`src/rtl/ifmap_tx_pkg.sv`:
```
// Shared definitions for the IFmap stream transmitter: row tags, FSM states, tagged-word width.
package ifmap_tx_pkg;

  localparam logic [1:0] TAG_MID = 2'b00;
  localparam logic [1:0] TAG_EOR = 2'b01;
  localparam logic [1:0] TAG_SOR = 2'b10;
  localparam logic [1:0] TAG_SGL = 2'b11;

  typedef enum logic [1:0] {
    ST_IDLE   = 2'd0,
    ST_STREAM = 2'd1,
    ST_FLUSH  = 2'd2,
    ST_DONE   = 2'd3
  } tx_state_e;

  // Width of a tagged IF buffer word: 2-bit row marker on top of the sample.
  function automatic int unsigned tagged_w(input int unsigned data_w);
    return data_w + 2;
  endfunction

endpackage

```
`src/rtl/ifmap_out_stage.sv`:
```
// One-entry holding register between the sample stream and the IF buffer write port.
module ifmap_out_stage #(
  parameter int unsigned W = 18
) (
  input  logic         clk,
  input  logic         rst_n,
  input  logic         i_load,
  input  logic [W-1:0] i_data,
  input  logic         i_discard,
  input  logic         i_full,
  output logic         o_valid,
  output logic         o_can_load,
  output logic         o_wen,
  output logic [W-1:0] o_data
);

  logic         r_valid;
  logic [W-1:0] r_data;
  logic         w_drain;

  assign w_drain    = r_valid && !i_full;
  assign o_can_load = !r_valid || !i_full;
  assign o_valid    = r_valid;
  assign o_wen      = w_drain;
  assign o_data     = r_data;

  // Occupancy: a discard wins, a load refills (even while draining), otherwise a write empties it.
  always_ff @(posedge clk or negedge rst_n) begin
    if (!rst_n) begin
      r_valid <= 1'b0;
    end else if (i_discard) begin
      r_valid <= 1'b0;
    end else if (i_load) begin
      r_valid <= 1'b1;
    end else if (w_drain) begin
      r_valid <= 1'b0;
    end
  end

  // Payload only changes on a load, so it stays stable while the buffer is full.
  always_ff @(posedge clk or negedge rst_n) begin
    if (!rst_n) begin
      r_data <= '0;
    end else if (i_load && !i_discard) begin
      r_data <= i_data;
    end
  end

endmodule

```
`src/rtl/ifmap_stream_tx.sv`:
```
// IFmap transmitter: tags raw samples with row markers and writes them to the IF buffer.
// Optional feature macro: IFTX_ABORT_EN adds the abort input and aborted pulse output.
module ifmap_stream_tx
  import ifmap_tx_pkg::*;
#(
  parameter int unsigned DATA_W    = 16,
  parameter int unsigned ROW_LEN_W = 6,
  parameter int unsigned ROW_CNT_W = 6
) (
  input  logic                 clk,
  input  logic                 rst,
  input  logic                 start,
  input  logic [ROW_LEN_W-1:0] row_len,
  input  logic [ROW_CNT_W-1:0] num_rows,
  input  logic                 s_valid,
  input  logic [DATA_W-1:0]    s_data,
  output logic                 s_ready,
  output logic                 IF_wen,
  output logic [DATA_W+1:0]    IF_din,
  input  logic                 IF_full,
  output logic                 busy,
  output logic                 done
`ifdef IFTX_ABORT_EN
  ,
  input  logic                 abort,
  output logic                 aborted
`endif
);

  localparam int unsigned TW = tagged_w(DATA_W);

  tx_state_e            r_state;
  tx_state_e            w_state_nxt;
  logic [ROW_LEN_W-1:0] r_row_len;
  logic [ROW_LEN_W-1:0] r_col_cnt;
  logic [ROW_CNT_W-1:0] r_num_rows;
  logic [ROW_CNT_W-1:0] r_row_cnt;
  logic                 w_cfg_ok;
  logic                 w_launch;
  logic                 w_can_load;
  logic                 w_out_valid;
  logic                 w_wen;
  logic                 w_accept;
  logic                 w_first_col;
  logic                 w_last_col;
  logic                 w_last_row;
  logic                 w_abort;
  logic [1:0]           w_tag;
  logic [TW-1:0]        w_word;
  logic [TW-1:0]        w_dout;

  assign w_cfg_ok    = (row_len != '0) && (num_rows != '0);
  assign w_launch    = (r_state == ST_IDLE) && start && w_cfg_ok;
  assign w_first_col = (r_col_cnt == '0);
  assign w_last_col  = (r_col_cnt == ROW_LEN_W'(r_row_len - ROW_LEN_W'(1)));
  assign w_last_row  = (r_row_cnt == ROW_CNT_W'(r_num_rows - ROW_CNT_W'(1)));

`ifdef IFTX_ABORT_EN
  logic r_aborted;
  assign w_abort = abort && ((r_state == ST_STREAM) || (r_state == ST_FLUSH));
  assign aborted = r_aborted;

  // One-cycle acknowledge of an abort that actually cancelled a transfer.
  always_ff @(posedge clk or negedge rst) begin
    if (!rst) begin
      r_aborted <= 1'b0;
    end else begin
      r_aborted <= w_abort;
    end
  end
`else
  assign w_abort = 1'b0;
`endif

  assign s_ready  = (r_state == ST_STREAM) && w_can_load && !w_abort;
  assign w_accept = s_valid && s_ready;
  assign busy     = (r_state == ST_STREAM) || (r_state == ST_FLUSH);
  assign done     = (r_state == ST_DONE);
  assign IF_wen   = w_wen;
  assign IF_din   = w_dout;

  // Row marker from the column position; a one-sample row is both first and last.
  always_comb begin
    w_tag = TAG_MID;
    if (w_first_col && w_last_col) begin
      w_tag = TAG_SGL;
    end else if (w_first_col) begin
      w_tag = TAG_SOR;
    end else if (w_last_col) begin
      w_tag = TAG_EOR;
    end
    w_word = {w_tag, s_data};
  end

  // State register.
  always_ff @(posedge clk or negedge rst) begin
    if (!rst) begin
      r_state <= ST_IDLE;
    end else begin
      r_state <= w_state_nxt;
    end
  end

  // Next state; FLUSH ends on the cycle the held word leaves so done follows the write directly.
  always_comb begin
    w_state_nxt = r_state;
    case (r_state)
      ST_IDLE:   if (start) w_state_nxt = w_cfg_ok ? ST_STREAM : ST_DONE;
      ST_STREAM: if (w_accept && w_last_col && w_last_row) w_state_nxt = ST_FLUSH;
      ST_FLUSH:  if (!w_out_valid || w_wen) w_state_nxt = ST_DONE;
      ST_DONE:   w_state_nxt = ST_IDLE;
      default:   w_state_nxt = ST_IDLE;
    endcase
    if (w_abort) begin
      w_state_nxt = ST_IDLE;
    end
  end

  // Transfer geometry latch and column/row position counters.
  always_ff @(posedge clk or negedge rst) begin
    if (!rst) begin
      r_row_len  <= '0;
      r_num_rows <= '0;
      r_col_cnt  <= '0;
      r_row_cnt  <= '0;
    end else if (w_launch) begin
      r_row_len  <= row_len;
      r_num_rows <= num_rows;
      r_col_cnt  <= '0;
      r_row_cnt  <= '0;
    end else if (w_accept) begin
      if (w_last_col) begin
        r_col_cnt <= '0;
        r_row_cnt <= r_row_cnt + ROW_CNT_W'(1);
      end else begin
        r_col_cnt <= r_col_cnt + ROW_LEN_W'(1);
      end
    end
  end

  ifmap_out_stage #(
    .W (TW)
  ) u_out_stage (
    .clk        (clk),
    .rst_n      (rst),
    .i_load     (w_accept),
    .i_data     (w_word),
    .i_discard  (w_abort),
    .i_full     (IF_full),
    .o_valid    (w_out_valid),
    .o_can_load (w_can_load),
    .o_wen      (w_wen),
    .o_data     (w_dout)
  );

endmodule

```
`config.mk`:
```
export PLATFORM = sky130hd
export DESIGN_NAME = ifmap_stream_tx
export DESIGN_NICKNAME = d
export VERILOG_FILES = /design/src/rtl/ifmap_tx_pkg.sv /design/src/rtl/ifmap_out_stage.sv /design/src/rtl/ifmap_stream_tx.sv
export SDC_FILE = /design/constraint.sdc
export NUM_CORES = 1
export LEC_CHECK = 0
export ABC_AREA = 1
export BUFFER_PORTS_ARGS = -buffer_cell sky130_fd_sc_hd__buf_2
export CAP_MARGIN = 20
export CORE_MARGIN = 2
export CORE_UTILIZATION = 45
export DETAILED_ROUTE_END_ITERATION = 16
export PLACE_DENSITY = 0.7
export REMOVE_ABC_BUFFERS = 1
export SYNTH_ARGS = -nofsm -noshare
export SYNTH_HDL_FRONTEND = slang
export SYNTH_SLANG_ARGS = --single-unit
```
`constraint.sdc`:
```
create_clock -name clk -period 2.5 [get_ports clk]
set_input_delay 0.125 -clock clk [delete_from_list [all_inputs] [get_ports clk]]
set_output_delay 0.125 -clock clk [all_outputs]
set_load 0.02 [all_outputs]
```
Word-level counts from Yosys, hierarchy flattened
Cells that the tools add are included.
{"block": "op_classes", "n_addsub": 4, "eq_ne": 8, "mux": 16, "reduce_logical": 23}
{"operator": "$mux 6", "count": 6}
{"operator": "$add 6x1->6 const B", "count": 2}
{"operator": "$eq 6x6->1", "count": 2}
{"operator": "$mux 2", "count": 6}
{"operator": "$reduce_bool 6->1", "count": 2}
{"operator": "$sub 6x1->6 const B", "count": 2}
{"operator": "$logic_and 1x1->1", "count": 9}
{"operator": "$pmux 2 s4", "count": 1}
{"operator": "$logic_not 6->1", "count": 1}
{"operator": "$reduce_bool 2->1", "count": 3}
{"operator": "$eq 2x2->1 const B", "count": 2}
{"operator": "$ne 2x1->1 const B", "count": 2}
{"operator": "$logic_or 1x1->1", "count": 3}
{"operator": "$mux 1", "count": 3}
{"operator": "$reduce_and 3->1", "count": 1}
{"operator": "$eq 2x1->1 const B", "count": 1}
{"operator": "$logic_not 1->1", "count": 2}
{"operator": "$logic_not 2->1", "count": 1}
{"operator": "$ne 2x2->1 const B", "count": 1}
{"operator": "$reduce_and 2->1", "count": 1}
{"block": "word_totals", "reg_bits": 45, "input_bits": 33, "out_inout_bits": 22, "wordCells": 58}

Longest topological paths before layout
{"block": "depth", "word_depth": 8, "mapped_depth": 14, "mapped_depth_nobuf": 14}

Modules after synthesis
From an unflattened synthesis, not the netlist that was laid out.
{"block": "hier_totals", "cells_unflattened": 328, "area_unflattened_um2": 2595.0}
{"mod": "ifmap_stream_tx", "n_inst": 1, "cells_each": 245, "area_each_um2": 1798.0, "seq_area_each_um2": 650.6}
{"mod": "ifmap_out_stage", "n_inst": 1, "cells_each": 83, "area_each_um2": 797.0, "seq_area_each_um2": 475.5}

Worst setup path after synthesis
No wires, ideal clock.
{"block": "synth_path", "path_type": "reg2reg", "start": "register r_state[1]", "end": "register r_state[0]", "setup_time_ns": 0.117, "arrival_time_ns": 1.685, "required_ns": 2.383, "path_slack_ns": 0.698, "stages_incl_launch_ff": 12, "n_path_buf": 0, "period_less_slack_ns": 1.802, "cell_sequence": "dfrtp_1 inv_1 ha_1 inv_2 a21oi_2 nand2_1 inv_4 nand4_4 o21bai_4 nand2_1 nand2_1 nand2_1"}
{"block": "synth_between", "elab_chain_len": 7, "elab_cells_between_ends": 13, "cone_classes": "eq/ne: 6; mux: 1; reduce/logical: 6"}
{"element": "start, declared", "line_no": "ifmap_stream_tx.sv:32", "source": "tx_state_e r_state;"}
{"element": "start signal, assigned", "line_no": "ifmap_stream_tx.sv:100", "source": "r_state <= w_state_nxt;"}
{"element": "$eq 2x1->1", "line_no": "ifmap_stream_tx.sv:75", "source": "assign s_ready = (r_state == ST_STREAM) && w_can_load && !w_abort;"}
{"element": "$logic_and 1x1->1", "line_no": "ifmap_stream_tx.sv:75"}
{"element": "named net s_ready", "line_no": "ifmap_stream_tx.sv:17", "source": "output logic s_ready,"}
{"element": "$logic_and 1x1->1", "line_no": "ifmap_stream_tx.sv:76", "source": "assign w_accept = s_valid && s_ready;"}
{"element": "$logic_and 1x1->1 (2 in series)", "line_no": "ifmap_stream_tx.sv:109", "source": "ST_STREAM: if (w_accept && w_last_col && w_last_row) w_state_nxt = ST_FLUSH;"}
{"element": "$ne 2x1->1 (no source line)"}
{"element": "$reduce_and 3->1 (no source line)"}
The timed path passes the listed nets, and every way through them passes these cells.
A chain may end at the register's enable or synchronous reset.

Worst setup path in the final report
{"block": "layout_path", "start": "register r_row_len[0]", "end": "register r_state[1]"}
{"block": "layout_between", "elab_chain_len": 6}
{"element": "start, declared", "line_no": "ifmap_stream_tx.sv:34", "source": "logic [ROW_LEN_W-1:0] r_row_len;"}
{"element": "start signal, assigned", "line_no": "ifmap_stream_tx.sv:127", "source": "r_row_len <= row_len;"}
{"element": "$sub 6x1->6", "line_no": "ifmap_stream_tx.sv:55", "source": "assign w_last_col = (r_col_cnt == ROW_LEN_W'(r_row_len - ROW_LEN_W'(1)));"}
{"element": "$eq 6x6->1", "line_no": "ifmap_stream_tx.sv:55"}
{"element": "$logic_and 1x1->1 (2 in series)", "line_no": "ifmap_stream_tx.sv:109"}
{"element": "$ne 2x1->1 (no source line)"}
{"element": "$reduce_and 3->1 (no source line)"}
Every way passes these cells.

==> results by group <==
Status
  – Outcome: complete, no violations

Synth
  – Synth top area cells: dfrtp_1, nand2_1, nand3_1
  – Ys async rst share: 100.0%
  – Distinct cells, synth: 31
  – Number of flops mapped to enable cells by yosys: 0
  – Mapped Cells: 313
  – Synth area leader: dfrtp_1
  – Seq/Total Area, Yosys: 45.50%
  – Post-synthesis register bit count: 45
  – Top FF cell, synth: dfrtp_1
  – Post-synth top cells: nand2_1, dfrtp_1, inv_1, nand3_1, o21ai_0
  – Cell area after synthesis: roughly 0.0025 mm²
  – Count leader, synth: nand2_1
  – Post-Syn Area per Cell: 7.907 µm²
  – YS warnings: 0
  – Synth top area share: 45.50%

Worst setup path
  – CP most frequent cell: nand2_1
  – Critical path class: reg2reg
  – CP bufs+invs: 2
  – CP peak stage delay: 0.38 ns
  – CP endpoint: r_state[1]
  – CP max stage cell: dfrtp_1
  – Arrival time worst endpoint: 2.05 ns
  – Critical path's top delay family: simple AND/OR/NAND/NOR gates
  – R2R Path Start: r_row_len[0]
  – Critical-path maximum fanout: 6
  – Crit. Startpoint: r_row_len[0]
  – R2R depth: 13
  – Critical Path Stages: 13
  – Reg2reg setup slack: approximately 0.65 ns
  – Worst reg2reg endpoint: r_state[1]
  – Critical path cell sequence: inv_2 > ha_1 > inv_1 > nand2_2 > nand2_2 > nor2_2 > nand3_2 > nor2_4 > nand4_4 > o21bai_4 > nand2_1 > nand2_1 > nand2_1
  – Worst EP required: 2.70 ns
  – Startpoint Class: flop
  – Crit. End Element: flop

Cells and area
  – Antenna Cells: 0
  – Final net count: 417
  – Finished Core Util: 55.25%
  – Layout cells sized above 1: 23.73%
  – Post-route cell area: between 0.002 and 0.003 mm²
  – Layout area overhead: 20.68%

Clock network
  – CTS buffer count: 5
  – Hold_buf cts: 2
  – CTS Sinks: 45
  – Postcts setup bufs: 0
  – CTS tree: yes
  – Post-CTS resize count: 0
  – Worst-path clk slew: 0.10 ns
  – Latest clock arrival within the worst-skew pair: 0.31 ns
  – Max H-tree Level: 2
  – Root Buffer: clkbuf_8
  – Clock Path Buffers: 2

Detailed routing
  – Routed WL per cell: 10.90 µm
  – DRC Markers: 0
  – Post-route ant nets: 0
  – Vias/cell: 4.720
  – Total length of routed met3 wires: 295 µm
  – Initial drt markers: 84
  – Vias: 2,110
  – WL final: 4.872 mm
  – Top Layer Used: met4
  – Drt first pass iters: 4
  – Met2 wire length: 2.147 mm
  – Metal-1 WL: 2.377 mm

Die
  – Initial core utilization: 45.79%
  – Die H: between 70 and 80 µm
  – Io pins: 55
  – Row count: 27
  – Die Wd: roughly 78 µm
  – CORE AREA: 0.005405 mm²
  – Die ar.: between 0.006 and 0.007 mm²

STA
  – Tmin final: 1.853 ns
  – Period utilisation layout: 74.11%
  – Clock skew: 0.01279 ns
  – RSZ-0062 raised after global routing: false
  – Rel. slew slack: between 60 and 70%
  – Final hold violations: 0
  – Final setup vio count: 0
  – Worst Setup Slack, final: 0.6474 ns
  – Slew @ Worst Pin: 0.5264 ns
  – Slew Viols, Final: 0
  – Setup TNS Final: 0 ns
  – Fmax: between 500 and 600 MHz

GRT
  – Initial antenna violation count: 0
  – Number of global-route vias before repair: about 2,100
  – GRT Util Overall: 18.31%
  – Largest net degree at the start of global routing: 46
  – First-pass GRT wire length: 8.990 mm
  – Gr ovfl total: 0

Power and ir drop
  – Pwr Density: 1137 mW/mm²
  – Clock power frac: between 10% and 20%
  – Maximum VDD drop: 659.0 µV
  – Sw Pwr: 1498 µW
  – Leak: 0.001631 µW
  – Switching share of power: 44.13%
  – Flop pwr share: 35.1%
  – Comb power frac: 48.1%
  – Internal: ~1900 µW

Worst hold path
  – Worst hold path depth: 3
  – Worst Hold Class: in2reg
  – Hold path startpoint: s_data[12]

Placement
  – DP Worst Slack: ~0.64 ns
  – # port buffers: 54
  – Placed cell area: approximately 0.0028 mm²
  – GPL Wtd Cong: 0.7686
  – HPWL after detailed placement: 3.727 mm

Run
  – Max-Cap Viols: 0
registers in the layout (all words and copies together), names as in the netlist:
register             count
u_out_stage.o_data      18
r_num_rows               6
u_out_stage.o_valid      1
r_state                  2
r_row_cnt                6
r_col_cnt                6
r_row_len                6
worst register-to-register path, stage by stage (launching register included):
cell,delay (ns)
dfrtp_1,0.38
inv_2,0.08
ha_1,0.31
inv_1,0.06
nand2_2,0.06
nand2_2,0.04
nor2_2,0.10
nand3_2,0.08
nor2_4,0.12
nand4_4,0.16
o21bai_4,0.17
nand2_1,0.08
nand2_1,0.06
nand2_1,0.05
placed cells by master (no fill, tap or decap), types with 2 or more instances in the layout:
master / count
buf_2: 54
buf_4: 2
clkbuf_8: 5
dfrtp_1: 45
dlygate4sd3_1: 3
ha_1: 10
inv_1: 31
inv_2: 7
inv_4: 2
inv_6: 2
nand2_1: 113
nand2_2: 5
nand3_1: 26
nand3_2: 2
nand4_1: 4
nor2_1: 12
nor2_2: 3
nor4_1: 2
o21ai_0: 13
o21ai_1: 6
o22ai_1: 5
xnor2_1: 3
xor2_1: 9
cell type report:
type,instances,area (µm²)
Tap cell,72,90.09
Multi-Input combinational cell,222,1156
Timing Repair Buffer,60,342.8
Clock inverter,3,47.55
Sequential cell,45,1126
Fill cell,515,2419
Clock buffer,5,68.82
Inverter,40,155.1
cells by family (layout without fill, tap and decap cells):
family                     Yosys count  in the layout  synth area share, %
xor gates and xnor gates            12             12                4.247
adders and majority gates           10             10                5.056
AOI/OAI and AO/OA                   28             28                6.825
and+or+nand+nor                    172            172                30.59
DFF                                 45             45                45.50
buffers and inverters               46            108                7.785
power groups by stage:
stage / combinational (µW) / clock [µW] / sequential [µW]
6_report: 1630 / 572 / 1190
5_1_grt: 1900 / 607 / 1230
4_1_cts: 1650 / 588 / 1190
3_5_place_dp: 1650 / 0 / 1190
3_3_place_gp: 1610 / 0 / 1200
2_1_floorplan: 1070 / 0 / 1330
worst min-delay path by stage:
stage / to / slack (ns)
floorplan: r_col_cnt[0] / -0.17
global placement: u_out_stage.o_data[4] / 0.32
detailed placement: u_out_stage.o_data[5] / 0.32
CTS: u_out_stage.o_data[14] / 0.00003
global route: u_out_stage.o_data[5] / 0.01
finish: u_out_stage.o_data[12] / 0.005
stage by stage:
step	hold WS [ns]	std cells	power, µW
after floorplan	-0.1706	307	2396
after global placement	0.3179	435	2814
final	0.004510	447	3395
after CTS	0.00002914	445	3428
after global routing	0.01344	447	3737
after detailed placement	0.3237	435	2841
metal layers:
metal  vias to the layer above  global-route usage (%)
met5                         -                       0
met4                         0                   5.614
met3                         6                   4.713
met2                        54                   29.14
met1                       941                   24.66
li1                       1109                       -
(Power assumes the default switching activity.)
